File: src/rtl/dm_arbiter.sv
// dm_arbiter: shares the single-port data memory between the pipeline MEM
// stage (port 0, fixed priority) and the debug/DMA bridge (port 1). A
// starvation counter forces a port-1 grant after STARVE_MAX consecutive
// waiting cycles, so port 1 always makes forward progress.
//
// Optional feature macro: DM_ARB_ALIGN_CHECK_EN
//   defined   - misaligned stores are consumed without writing; err is sticky
//   undefined - stores pass through unchecked; err is tied 0
//
// Ports
//   clk, reset_n              clock, async active-low reset
//   reqN/weN/addrN/wdataN/stypeN   requester N access (N = 0, 1)
//   gntN                      combinational grant, one-hot or idle
//   rvalidN/rdataN            registered load return, one-cycle strobe
//   err                       sticky misaligned-store flag
//   dm_addr/dm_wdata/dm_we/dm_stype   memory command
//   dm_rdata                  combinational memory read word at dm_addr
module dm_arbiter #(
  parameter int STARVE_MAX = 4
) (
  input  logic        clk,
  input  logic        reset_n,
  input  logic        req0,
  input  logic        we0,
  input  logic [31:0] addr0,
  input  logic [31:0] wdata0,
  input  logic [2:0]  stype0,
  input  logic        req1,
  input  logic        we1,
  input  logic [31:0] addr1,
  input  logic [31:0] wdata1,
  input  logic [2:0]  stype1,
  output logic        gnt0,
  output logic        gnt1,
  output logic        rvalid0,
  output logic        rvalid1,
  output logic [31:0] rdata0,
  output logic [31:0] rdata1,
  output logic        err,
  output logic [31:0] dm_addr,
  output logic [31:0] dm_wdata,
  output logic        dm_we,
  output logic [2:0]  dm_stype,
  input  logic [31:0] dm_rdata
);

  localparam logic [3:0] STARVE_C = 4'(STARVE_MAX);

  logic [3:0]  wait_cnt_q, wait_cnt_d;
  logic        rvalid0_q, rvalid0_d;
  logic        rvalid1_q, rvalid1_d;
  logic [31:0] rdata0_q, rdata0_d;
  logic [31:0] rdata1_q, rdata1_d;

  logic        force1;
  logic        gnt0_c, gnt1_c;
  logic        we_sel;

  // Grants are gated by reset_n so nothing reaches memory while in reset.
  always_comb begin
    force1 = (wait_cnt_q == STARVE_C) && req1;
    gnt1_c = reset_n && req1 && (!req0 || force1);
    gnt0_c = reset_n && req0 && !gnt1_c;
  end

  // Idle cycles still present port 0's command, with the write enable low.
  always_comb begin
    dm_addr  = gnt1_c ? addr1  : addr0;
    dm_wdata = gnt1_c ? wdata1 : wdata0;
    dm_stype = gnt1_c ? stype1 : stype0;
    we_sel   = 1'b0;
    if (gnt1_c) begin
      we_sel = we1;
    end else if (gnt0_c) begin
      we_sel = we0;
    end
  end

  always_comb begin
    wait_cnt_d = wait_cnt_q;
    if (!req1 || gnt1_c) begin
      wait_cnt_d = 4'd0;
    end else if (wait_cnt_q < STARVE_C) begin
      wait_cnt_d = wait_cnt_q + 4'd1;
    end
  end

  always_comb begin
    rvalid0_d = gnt0_c && !we0;
    rvalid1_d = gnt1_c && !we1;
    rdata0_d  = rvalid0_d ? dm_rdata : rdata0_q;
    rdata1_d  = rvalid1_d ? dm_rdata : rdata1_q;
  end

  always_ff @(posedge clk or negedge reset_n) begin
    if (!reset_n) begin
      wait_cnt_q <= 4'd0;
      rvalid0_q  <= 1'b0;
      rvalid1_q  <= 1'b0;
      rdata0_q   <= 32'd0;
      rdata1_q   <= 32'd0;
    end else begin
      wait_cnt_q <= wait_cnt_d;
      rvalid0_q  <= rvalid0_d;
      rvalid1_q  <= rvalid1_d;
      rdata0_q   <= rdata0_d;
      rdata1_q   <= rdata1_d;
    end
  end

`ifdef DM_ARB_ALIGN_CHECK_EN
  logic err_q, err_d;
  logic misaligned;

  // Only sb, sh and sw are legal encodings; anything else counts as misaligned.
  always_comb begin
    unique case (dm_stype)
      3'b000:  misaligned = 1'b0;
      3'b001:  misaligned = dm_addr[0];
      3'b011:  misaligned = (dm_addr[1:0] != 2'b00);
      default: misaligned = 1'b1;
    endcase
    dm_we = we_sel && !misaligned;
    err_d = err_q || (we_sel && misaligned);
  end

  always_ff @(posedge clk or negedge reset_n) begin
    if (!reset_n) begin
      err_q <= 1'b0;
    end else begin
      err_q <= err_d;
    end
  end

  assign err = err_q;
`else
  assign dm_we = we_sel;
  assign err   = 1'b0;
`endif

  assign gnt0    = gnt0_c;
  assign gnt1    = gnt1_c;
  assign rvalid0 = rvalid0_q;
  assign rvalid1 = rvalid1_q;
  assign rdata0  = rdata0_q;
  assign rdata1  = rdata1_q;

endmodule

File: config.mk
export PLATFORM = sky130hd
export DESIGN_NAME = dm_arbiter
export DESIGN_NICKNAME = d
export VERILOG_FILES = /design/src/rtl/dm_arbiter.sv
export SDC_FILE = /design/constraint.sdc
export NUM_CORES = 1
export LEC_CHECK = 0
export CAP_MARGIN = 20
export CELL_PAD_IN_SITES_DETAIL_PLACEMENT = 1
export CELL_PAD_IN_SITES_GLOBAL_PLACEMENT = 1
export CORE_UTILIZATION = 25
export CTS_BUF_LIST = sky130_fd_sc_hd__clkbuf_4
export DETAILED_ROUTE_END_ITERATION = 8
export GPL_TIMING_DRIVEN = 1
export PLACE_DENSITY = 0.95
export SETUP_SLACK_MARGIN = 0.02
export SYNTH_ARGS = -nofsm -noshare
export SYNTH_HDL_FRONTEND = slang
export SYNTH_SLANG_ARGS = --single-unit
File: constraint.sdc
create_clock -name clk -period 6.2 [get_ports clk]
set_input_delay 1.86 -clock clk [delete_from_list [all_inputs] [get_ports clk]]
set_output_delay 1.86 -clock clk [all_outputs]
set_load 0.05 [all_outputs]
==> impl_metrics.json <==
{
  "drive_above_1_share": 0.395,
  "syn_inst": 245,
  "post_drt_wl_per_cell_um": 21.0,
  "finalCritPeriodShare": 0.942,
  "die_area_um2": 14600,
  "ir_drop_mv": 0.256,
  "dp_hpwl_mm": 12.9,
  "r2r-start": "wait_cnt_q[0]",
  "ys_types": 22,
  "grt.overflow.total": 0,
  "clkTransAtPathRegs_ns": 0.11,
  "initial_core_util": 0.255,
  "p_clk_frac": 0.157,
  "dr_total_vias": 3335,
  "postCtsHoldBufs": 0,
  "finalHoldViolCount": 0,
  "drtAntennaViolNets": 0,
  "cp_max_fo": 11,
  "grt_pass1_vias": 3770,
  "drc": 0,
  "root_buffer": "clkbuf_4",
  "power_mw": 1.90,
  "insertion_delay_ns": 0.43,
  "dr.first_iter.drc_count": 60,
  "final_cell_area_um2": 6800,
  "path_class": "in -> out",
  "finalSetupTns_ns": 0,
  "startpoint_type": "primary input",
  "crit_top_cell": "clkdlybuf4s50_1",
  "use_met3": 0.0672,
  "crit_arrival_ns": 3.98,
  "max_stage_delay_ns": 0.71,
  "r2r_setup_slack_ns": 4.06,
  "outcome": "finished, final reports clean",
  "finalSetupViolations": 0,
  "ctsResizeCount": 0,
  "syn_area_per_cell_um2": 14.4,
  "grt_pass1_wl_mm": 21.8,
  "clock-sinks": 70,
  "slew_viol_final": 0,
  "power.internal_mw": 1.07,
  "antenna_found_initial": 3,
  "p_sw_frac": 0.438,
  "die_w_um": 121,
  "vias_per_cell": 4.49,
  "rr_endpoint": "rdata0[17]",
  "tightest_slew_ns": 0.937,
  "rsz0062_at_grt": "false",
  "required_ns": 4.34,
  "clock_path_buffers": 2,
  "reg2reg_depth": 6,
  "ys_seq_area_frac": 0.496,
  "end_kind": "output port",
  "num-nets-final": 728,
  "grt_max_degree": 74,
  "min_from": "rdata0[4]",
  "area_delta_synth_final_pct": 92.6,
  "cts_max_level": 3,
  "fmax_mhz": 171,
  "power_frac_seq": 0.316,
  "placed_cell_area_um2": 6660,
  "synth_seq_cells": 70,
  "hold_depth": 1,
  "cp_slowest_cell": "clkdlybuf4s50_1",
  "min_to": "rdata0[4]",
  "yosysWarnings": 0,
  "cts_tree": "yes",
  "fp-row-count": 43,
  "io_buffer_count": 307,
  "busiest_layer": "met2",
  "finalCriticalPeriod_ns": 5.84,
  "grt_use_met2": 0.387,
  "pin_count": 309,
  "p_switching_mw": 0.833,
  "first_pass_iters": 4,
  "coreArea_um2": 13800,
  "finClkSkew_ns": 0.0206,
  "syn-num-nets": 419,
  "hold_path.class": "reg -> reg",
  "use_met1": 0.191,
  "cts_buffers": 9,
  "syn_area_um2": 3530,
  "p_leak_nw": 2.79,
  "power.density_nw_per_um2": 279,
  "maxCapViolCount": 0,
  "max_slew_margin": 0.375,
  "path_cells": "clkdlybuf4s50_1 > a21oi_4 > mux2_2 > clkdlybuf4s50_1",
  "post_cts_buffers": 0,
  "grt_usage": 0.203,
  "die-height_um": 121,
  "p_comb_frac": 0.527,
  "gp_congestion": 0.893,
  "wl_mm": 15.6,
  "final_util": 0.492
}
[worst max-delay path: cells and delay by family]
kind / cells / cell delay (ns)
buffers and inverters: 2 / 1.30
multiplexers: 1 / 0.39
AO/OA/AOI/OAI: 1 / 0.42
[cells in the mapped netlist, drive strengths merged]
| cell | instances | area (um2) |
|---|---|---|
| nand2 | 4 | 15.0 |
| buf | 14 | 96.3 |
| nand3b | 2 | 27.5 |
| nor2 | 3 | 11.3 |
| mux2 | 132 | 1490 |
| a21oi | 6 | 37.5 |
| ha | 2 | 25.0 |
| and3b | 1 | 10.0 |
| inv | 4 | 15.0 |
| a211oi | 1 | 20.0 |
| nor2b | 1 | 6.26 |
| dfrtp | 70 | 1750 |
| o21ai | 1 | 5.00 |
| a31oi | 1 | 6.26 |
| and3 | 1 | 6.26 |
| xnor2 | 1 | 8.76 |
| conb | 1 | 3.75 |
[sequential cells by signal (all words and copies together) (netlist names)]
register    count
wait_cnt_q      4
rdata1         32
rvalid1         1
rvalid0         1
rdata0         32
[worst max-delay path by stage]
stage / end / slack, ns / from / cells after the start
finish: dm_wdata[23] / 0.36 / req0 / 4
global route: dm_wdata[23] / 0.28 / req0 / 4
CTS: dm_wdata[23] / 0.34 / req0 / 4
detailed placement: dm_wdata[23] / 0.36 / req0 / 4
global placement: dm_wdata[21] / 0.42 / req0 / 4
floorplan: dm_wdata[21] / 1.33 / req1 / 5
[per-layer routing]
| layer | vias up | wire length, um |
|---|---|---|
| li1 | 1495 | - |
| met1 | 1632 | 5110 |
| met2 | 173 | 8590 |
| met3 | 35 | 1260 |
| met4 | 0 | 598 |
| met5 | - | 0 |
[through the flow]
step / hold WS, ns / setup slack, ns / cells
2_1_floorplan: 0.535 / 1.33 / 245
3_3_place_gp: 0.471 / 0.419 / 722
3_5_place_dp: 0.483 / 0.356 / 723
4_1_cts: 0.508 / 0.339 / 739
5_1_grt: 0.534 / 0.284 / 742
6_report: 0.503 / 0.361 / 742
[cell type report]
| class | count | area (um2) |
|---|---|---|
| Fill cell | 1472 | 7020 |
| Timing Repair Buffer | 312 | 2980 |
| Sequential cell | 70 | 1750 |
| Multi-Input combinational cell | 157 | 1680 |
| Tap cell | 180 | 225 |
| Clock buffer | 10 | 75.1 |
| Clock inverter | 6 | 62.6 |
| Inverter | 4 | 15.0 |
| Antenna cell | 3 | 7.51 |
[cells by family (layout without fill, tap and decap cells)]
family	after synthesis	in the layout	share of synthesized area
buffers and inverters	18	332	0.0315
AND/OR/NAND/NOR	12	12	0.0216
AO/OA/AOI/OAI	9	9	0.0195
other	1	4	0.00106
flip-flops	70	70	0.496
XOR/XNOR	1	1	0.00248
multiplexers	132	132	0.421
adder cells (fa/ha/maj)	2	2	0.00708
[power by group through the flow]
stage               logic (mW)  registers, mW  clock network (mW)
floorplan                0.268          0.928                   0
global placement         0.988          0.601                   0
detailed placement        1.01          0.612                   0
CTS                       1.01          0.603               0.307
global route              1.03          0.613               0.323
finish                    1.00          0.600               0.298
[placed cells by master, fill, tap and decap left out, types with 3 or more instances in the layout]
| master | netlist | layout |
|---|---|---|
| diode_2 | 0 | 3 |
| clkdlybuf4s50_1 | 0 | 242 |
| buf_12 | 0 | 3 |
| clkbuf_4 | 0 | 10 |
| mux2_2 | 131 | 131 |
| buf_4 | 3 | 66 |
| dfrtp_1 | 70 | 70 |
| nand2_1 | 4 | 4 |
| inv_1 | 4 | 4 |
| nor2_1 | 3 | 3 |
| a21oi_1 | 4 | 4 |
Note: power is estimated with default switching activity, not from simulation.
